File: src/rtl/fetch_stage.sv
// Instruction-fetch stage: drives the synchronous-read instruction memory, re-aligns its
// 1-cycle read data with the fetch PC, and holds the instruction stable across decode stalls.
module fetch_stage #(
  parameter logic [31:0] RESET_PC  = 32'h0000_0000,
  parameter logic [31:0] NOP_INST  = 32'h0000_0000,
  parameter int unsigned CNT_WIDTH = 32
) (
  input  logic                 clk,
  input  logic                 rst_n,
  input  logic                 stall,
  input  logic                 redirect,
  input  logic [31:0]          redirect_pc,
  output logic [31:0]          imem_pc,
  output logic                 imem_is_jump,
  input  logic [31:0]          imem_inst,
  output logic                 id_valid,
  output logic [31:0]          id_pc,
  output logic [31:0]          id_inst,
  output logic [CNT_WIDTH-1:0] fetch_count
);

  localparam int unsigned XLEN      = 32;
  localparam int unsigned INST_STEP = 4;

  logic [XLEN-1:0]      pc_f, pc_f_nxt;
  logic [XLEN-1:0]      pc_d, pc_d_nxt;
  logic                 valid_d, valid_d_nxt;
  logic [XLEN-1:0]      hold_inst, hold_inst_nxt;
  logic                 hold_valid, hold_valid_nxt;
  logic [CNT_WIDTH-1:0] cnt, cnt_nxt;
  logic [XLEN-1:0]      redirect_target;
  logic [1:0]           unused_redirect_lsb;

  // Targets are word aligned; the low address bits from execute carry no meaning here.
  assign redirect_target     = {redirect_pc[XLEN-1:2], 2'b00};
  assign unused_redirect_lsb = redirect_pc[1:0];

  // Next-state: redirect beats stall beats advance; reset is applied in the register block.
  always_comb begin
    pc_f_nxt       = pc_f;
    pc_d_nxt       = pc_d;
    valid_d_nxt    = valid_d;
    hold_inst_nxt  = hold_inst;
    hold_valid_nxt = hold_valid;
    cnt_nxt        = cnt;
    if (redirect) begin
      pc_f_nxt       = redirect_target;
      valid_d_nxt    = 1'b0;
      hold_valid_nxt = 1'b0;
    end else if (stall) begin
      // Memory re-reads pc_f every clock, so the presented word must be captured once.
      if (valid_d && !hold_valid) begin
        hold_inst_nxt  = imem_inst;
        hold_valid_nxt = 1'b1;
      end
    end else begin
      pc_d_nxt       = pc_f;
      pc_f_nxt       = pc_f + XLEN'(INST_STEP);
      valid_d_nxt    = 1'b1;
      hold_valid_nxt = 1'b0;
      if (valid_d) begin
        cnt_nxt = cnt + CNT_WIDTH'(1);
      end
    end
  end

  always_ff @(posedge clk) begin
    if (!rst_n) begin
      pc_f       <= RESET_PC;
      pc_d       <= '0;
      valid_d    <= 1'b0;
      hold_inst  <= '0;
      hold_valid <= 1'b0;
      cnt        <= '0;
    end else begin
      pc_f       <= pc_f_nxt;
      pc_d       <= pc_d_nxt;
      valid_d    <= valid_d_nxt;
      hold_inst  <= hold_inst_nxt;
      hold_valid <= hold_valid_nxt;
      cnt        <= cnt_nxt;
    end
  end

  // Memory flush must react in the same cycle as the redirect, hence combinational.
  assign imem_is_jump = redirect | ~rst_n;
  assign imem_pc      = pc_f;

  always_comb begin
    id_inst = NOP_INST;
    if (valid_d) begin
      id_inst = hold_valid ? hold_inst : imem_inst;
    end
  end

  assign id_valid    = valid_d;
  assign id_pc       = pc_d;
  assign fetch_count = cnt;

endmodule

File: config.mk
export PLATFORM = sky130hd
export DESIGN_NAME = fetch_stage
export DESIGN_NICKNAME = d
export VERILOG_FILES = /design/src/rtl/fetch_stage.sv
export SDC_FILE = /design/constraint.sdc
export NUM_CORES = 1
export LEC_CHECK = 0
export ABC_AREA = 1
export CORE_UTILIZATION = 30
export DETAILED_ROUTE_END_ITERATION = 6
export PLACE_DENSITY = 0.62
export SETUP_SLACK_MARGIN = 0.3
export SYNTH_ARGS = -nofsm -noshare
export SYNTH_HDL_FRONTEND = slang
export SYNTH_SLANG_ARGS = --single-unit
File: constraint.sdc
create_clock -name clk -period 1.35 [get_ports clk]
set_input_delay 0.2025 -clock clk [delete_from_list [all_inputs] [get_ports clk]]
set_output_delay 0.2025 -clock clk [all_outputs]
set_load 0.02 [all_outputs]
==> results of run 1 <==
## final timing paths
check | end | cells after the start
worst max-delay path | id_inst[20] | 5
worst min-delay path | id_valid | 4
worst max register to register | fetch_count[11] | 10
worst min register to register | fetch_count[12] | 1
## metrics by stage
step                      total power, uW  std cells
final                               10280       1682
after global routing                10680       1682
after CTS                           10230       1641
after detailed placement             5581       1557
after global placement               5573       1557
after floorplan                      4736        974
## cell families after synthesis
| kind of cell | share of synthesized area (%) |
|---|---|
| AO/OA/AOI/OAI | 13.90 |
| buffers and inverters | 8.574 |
| flip-flops | 40.20 |
| XOR/XNOR | 0.8375 |
| AND/OR/NAND/NOR | 36.03 |
| other | 0.05976 |
| adder cells (fa/ha/maj) | 0.3987 |
## tightest hold or removal path: cells and delay by family
| kind | cells | cell delay (ps) |
|---|---|---|
| compound gates | 1 | 30 |
| buf+inv | 2 | 270 |
| simple gates | 1 | 90 |
## layout make-up
type                       instances  area [sq um]  share of cell area (%)
antenna                            2         5.005                 0.03683
clock buffer                      26         531.8                   3.913
clock inverter                     5         26.28                  0.1933
inverter                          90         362.8                   2.670
multi-input combinational        713          4818                   35.45
sequential                       126          2768                   20.36
tap                              270         337.8                   2.486
timing repair buffer             450          4741                   34.88
## cells in the mapped netlist, types with 2 or more instances
cell type    n
a211oi_1     7
a21oi_1     20
a22o_1       5
a31oi_1      4
and2_1       2
buf_1        5
buf_2       13
buf_4        4
clkbuf_1    23
dfxtp_1    126
ha_1         2
inv_1       86
inv_2        4
nand2_1    168
nand3_1     60
nand3b_1     6
nand4_1     13
nor2_1     266
nor2_2       4
nor2_4       3
nor3_1      14
nor4_1       2
o211ai_1     5
o21a_1       2
o21ai_0    105
o21ai_1      3
o31ai_1      2
xor2_1       6
## state kept, by name (all words and copies together) (netlist names)
signal,flops
fetch_count,32
hold_inst,32
hold_valid,1
id_pc,30
id_valid,1
imem_pc,30
## metal layers
layer / vias to the layer above / global-route usage [%] / wire length (um)
met1: 3782 / 28.11 / 10680
met4: 0 / 10.57 / 742
li1: 3997 / - / -
met3: 52 / 5.156 / 1517
met5: - / 0 / 0
met2: 263 / 40.88 / 13290
## repair_timing
action / in CTS / in global routing
endpoints found under the setup margin: 250 / 233
cloned: 9 / 1
resized for setup: 1039 / 126
hold buffers: 0 / 0
pin swaps: 113 / 89
setup buffers: 44 / 38
## power by group
part / internal (uW) / switching, uW / total, uW
clock: 2690 / 1650 / 4340
sequential: 3810 / 145 / 3950
combinational: 1010 / 974 / 1990
==> metrics.md, run 1 <==
| Metric | Value |
|---|---|
| Top cell type's share of synthesized area | 40.20% |
| Status | finished, violations left |
| Synth Warn # | 0 |
| Clk_skew | 14.14 ps |
| Post-Layout Inst Area | 13590 sq um |
| Dpl hpwl | 16.39 mm |
| Wire per inst | 15.60 um |
| Launch point of the worst path | hold_valid |
| DIE HEIGHT | 146.6 um |
| Yosys top cell by area | dfxtp_1 |
| Peak supply drop | 0.0006868 V |
| Synthesized instance count | 971 |
| Fmax | 616.5 MHz |
| Avg Inst Size Synth | 6.462 sq um |
| Die width | 146.6 um |
| Post-synthesis async set-or-reset flop share | 0% |
| Post-synth EDFFs | 0 |
| Vias in the first global route | 7972 |
| DR iter-0 viols | 352 |
| Final Wtd Congestion | 0.8360 |
| Largest net degree at the start of global routing | 81 |
| CTS Buf Count | 17 |
| Initial antenna violation count | 2 |
| CTS Buffer Depth | 2 |
| Leading cell type in the layout, fill and taps excluded | buf_6 |
| Crit path kind | reg -> out |
| DRC viols | 0 |
| Most frequent cells in the layout | buf_6, nor2_1, buf_4 |
| Worst path bufs/invs | 3 |
| Util after Layout | 66.74% |
| Min-Delay Path Class | in -> reg |
| Row cnt | 52 |
| WP data arrival | 1420 ps |
| Crit-path max FO | 5 |
| Hold Slack | 228.7 ps |
| Post-DP Area | 10670 sq um |
| Share of cells above drive strength 1 | 55.60% |
| Worst-Margin Slew | 541.7 ps |
| Clock Sinks | 126 |
| Setup TNS | -21340 ps |
| Leakage Power | 0.005845 uW |
| Dominant cells by area after synthesis | dfxtp_1, nor2_1, nand2_1, o21ai_0, inv_1 |
| Largest stage delay, worst path | 370 ps |
| # IOs | 198 |
| Flop2flop setup slack | -260 ps |
| Slew Viols, Final | 0 |
| Routed vias/inst | 4.812 |
| Power density cells | 756.5 nW/um^2 |
| Max Cap Viol | 0 |
| Critical R2R Launch | id_valid |
| Die area | 21500 sq um |
| CTS tree | done |
| H-tree depth | 4 |
| Ys flop type | dfxtp_1 |
| Critical path launch point type | flip-flop |
| Pre-CTS setup slack | -516.8 ps |
| Tot GR Track Use | 23.73% |
| Drt pass-1 iters | 5 |
| Nets | 1468 |
| FF+latch count, synth | 126 |
| Crit end category | output pin |
| Post-synth cell types | 39 |
| Clk Latency, worst-skew pair | 420 ps |
| Worst hold start | rst_n |
| Post-route setup slack | -272.1 ps |
| Register area share after synthesis | 40.20% |
| DRT antenna net count | 0 |
| Global route overflow | 0 |
| Syn-to-layout area delta | 116.6% |
| Clock Pin Slew Worst Setup and Hold Paths | 50 ps |
| RSZ-0062 raised after global routing | true |
| Synth Cell Area | 6275 sq um |
| Via count | 8094 |
| Delay-heaviest family, CP | buffers and inverters |
| First-pass GRT wire length | 40.22 mm |
| WL final | 26.23 mm |
| Critical-path top delay cell | dfxtp_4 |
| Slew headroom | 63.88% |
| Failing checks | negative setup slack |
| Endpoints failing hold | 0 |
| # port buffers | 191 |
| Critical Path RT | 1150 ps |
| # setup viols final | 118 |
| Placeable core region | 20360 sq um |
| Tcrit/Tclk final | 120.2% |
| Final min period | 1622 ps |
| Root Buffer | clkbuf_16 |
| # fillers | 1577 |
| Crit-path cells | buf_12 > buf_16 > o21ai_4 > nor2_4 > buf_6 |
| Starting Density | 30.81% |
No activity file was read; power rests on OpenSTA's default activity.
==> run 2: changes to the inputs <==
CTS_CLUSTER_SIZE = 10   (was not set)
==> results of run 2 <==
No change in the layout: final DEF, timing and power equal those of run 1.
==> run 3: changes to the inputs <==
--- a/config.mk
+++ b/config.mk
@@ -10,5 +10,5 @@
 export CTS_CLUSTER_SIZE = 10
 export DETAILED_ROUTE_END_ITERATION = 6
-export PLACE_DENSITY = 0.62
+export PLACE_DENSITY = 0.6
 export SETUP_SLACK_MARGIN = 0.3
 export SYNTH_ARGS = -nofsm -noshare
==> constraint.sdc (replaced) <==
create_clock -name clk -period 1.6 [get_ports clk]
set_input_delay 0.24 -clock clk [delete_from_list [all_inputs] [get_ports clk]]
set_output_delay 0.24 -clock clk [all_outputs]
set_load 0.05 [all_outputs]
==> metrics.md, run 3 (synthesis gave the netlist of run 1 again) <==
| Metric | Value |
|---|---|
| Crit end category | output pin |
| Endpoints failing hold | 0 |
| Leakage Power | 0.004888 uW |
| Fmax | 596.9 MHz |
| Clk Latency, worst-skew pair | 420 ps |
| Global route overflow | 0 |
| Most frequent cells in the layout | nor2_1, buf_4, nand2_1 |
| First-pass GRT wire length | 36.92 mm |
| Failing checks | negative setup slack |
| Clk_skew | 10.06 ps |
| Share of cells above drive strength 1 | 45.37% |
| Leading cell type in the layout, fill and taps excluded | nor2_1 |
| Largest stage delay, worst path | 420 ps |
| Peak supply drop | 0.0007227 V |
| Wire per inst | 15.08 um |
| Worst Hold Path Cells | 3 |
| Max Cap Viol | 0 |
| Placeable core region | 20360 sq um |
| Starting Density | 30.81% |
| Syn-to-layout area delta | 83.77% |
| Status | finished, violations left |
| CTS Buffer Depth | 2 |
| Flop2flop setup slack | -20 ps |
| Ant diodes | 0 |
| Final Wtd Congestion | 0.8412 |
| Critical Path RT | 1360 ps |
| Die area | 21500 sq um |
| Dpl hpwl | 15.27 mm |
| Post-route setup slack | -75.22 ps |
| Slew Viols, Final | 0 |
| CTS tree | done |
| Final Power | 8647 uW |
| # fillers | 1881 |
| Root Buffer | clkbuf_16 |
| Power density cells | 749.9 nW/um^2 |
| Vias in the first global route | 7156 |
| DR iter-0 viols | 349 |
| Final min period | 1675 ps |
| H-tree depth | 4 |
| # setup viols final | 33 |
| Nets | 1331 |
| Crit-path cells | clkbuf_16 > o21ai_1 > nor2_4 > buf_6 |
| DIE HEIGHT | 146.6 um |
| Hold Path End | imem_pc[31] |
| Clock Sinks | 126 |
| Row cnt | 52 |
| Die width | 146.6 um |
| Clock Pin Slew Worst Setup and Hold Paths | 50 ps |
| Initial antenna violation count | 0 |
| Min-Delay Path Class | in -> reg |
| Worst hold start | rst_n |
| WP data arrival | 1440 ps |
| Routed vias/inst | 4.797 |
| Via count | 7406 |
| Drt pass-1 iters | 4 |
| # port buffers | 191 |
| Critical R2R Launch | id_valid |
| Crit-path max FO | 16 |
| DRT antenna net count | 0 |
| CTS Buf Count | 17 |
| Worst r2r dst | fetch_count[7] |
| Largest net degree at the start of global routing | 42 |
| # IOs | 198 |
| RSZ-0062 raised after global routing | true |
| Tot GR Track Use | 21.47% |
| Critical-path top delay cell | dfxtp_4 |
| DRC viols | 0 |
| Worst path bufs/invs | 2 |
| Pre-CTS setup slack | -344.0 ps |
| Setup TNS | -1586 ps |
| Tcrit/Tclk final | 104.7% |
| Delay-heaviest family, CP | flip-flops |
| Register-to-Register Path Depth | 10 |
| Crit path kind | reg -> out |
| Critical path launch point type | flip-flop |
| WL final | 23.29 mm |
run 3: cell count changes in the layout (fill, tap and decap cells not counted), moves of 9 or more:
cell	change
buf_6	-135
dfxtp_1	+34
o21ai_0	+33
o21ai_4	-32
dfxtp_2	-25
o21ai_2	-22
o21ai_1	+21
nor2_1	-11
nor2_4	+11
buf_8	+9
dfxtp_4	-9
run 3: timing repair:
action | CTS | global route
cloned | 2 | 3
setup endpoints to repair | 135 | 131
gates resized for setup | 216 | 143
buffers inserted | 26 | 22
pin swaps | 60 | 54
hold buffers | 0 | 0
hold endpoints to repair | 0 | 0
run 3: metrics by stage:
stage / hold slack (ps) / utilization, % / std cells / instance area, sq um
6_report: 144.7 / 56.62 / 1544 / 11530
3_5_place_dp: 453.2 / 45.43 / 1459 / 9251
4_1_cts: 130.5 / 52.91 / 1519 / 10770
3_3_place_gp: 449.5 / 45.43 / 1459 / 9251
2_1_floorplan: 325.5 / - / 974 / 6903
5_1_grt: 147.6 / 56.62 / 1544 / 11530
run 3: worst max-delay path by stage:
stage                           from             to  slack (ps)  cells after the start
after floorplan           imem_pc[3]    imem_pc[26]         120                     10
after global routing      hold_valid    id_inst[25]        -140                      4
after global placement         stall  hold_inst[16]        -300                      7
after CTS                 hold_valid    id_inst[30]        -120                      5
final                     hold_valid    id_inst[25]         -80                      4
after detailed placement       stall  hold_inst[20]        -340                      7
run 3: cell type report:
class / instances / area [sq um] / share of cell area [%]
multi-input cells: 713 / 4471 / 38.77
repair buffers: 313 / 3107 / 26.94
flip-flops and latches: 126 / 2703 / 23.44
clock buffers: 20 / 436.7 / 3.787
inverters: 90 / 355.3 / 3.082
well taps: 270 / 337.8 / 2.930
clock inverters: 12 / 121.4 / 1.053
run 3: worst reg2reg max path, delay by kind of cell (launching register included):
kind,cells,cell delay (ps)
buffers and inverters,5,610
AND/OR/NAND/NOR,4,380
XOR/XNOR,1,130
flip-flops,1,440
run 3: per-layer routing:
metal  GRT usage (%)  share of wire, %
met1           27.29                46
met3           5.250               5.0
met5               0                 0
met4           6.354               1.2
met2           35.71                48
run 3: where the power goes:
part	internal [uW]	leakage (uW)	switching (uW)
clock	2270	0.000261	1450
combinational	634	0.00356	958
sequential	3210	0.00107	126
total	6110	0.00489	2530
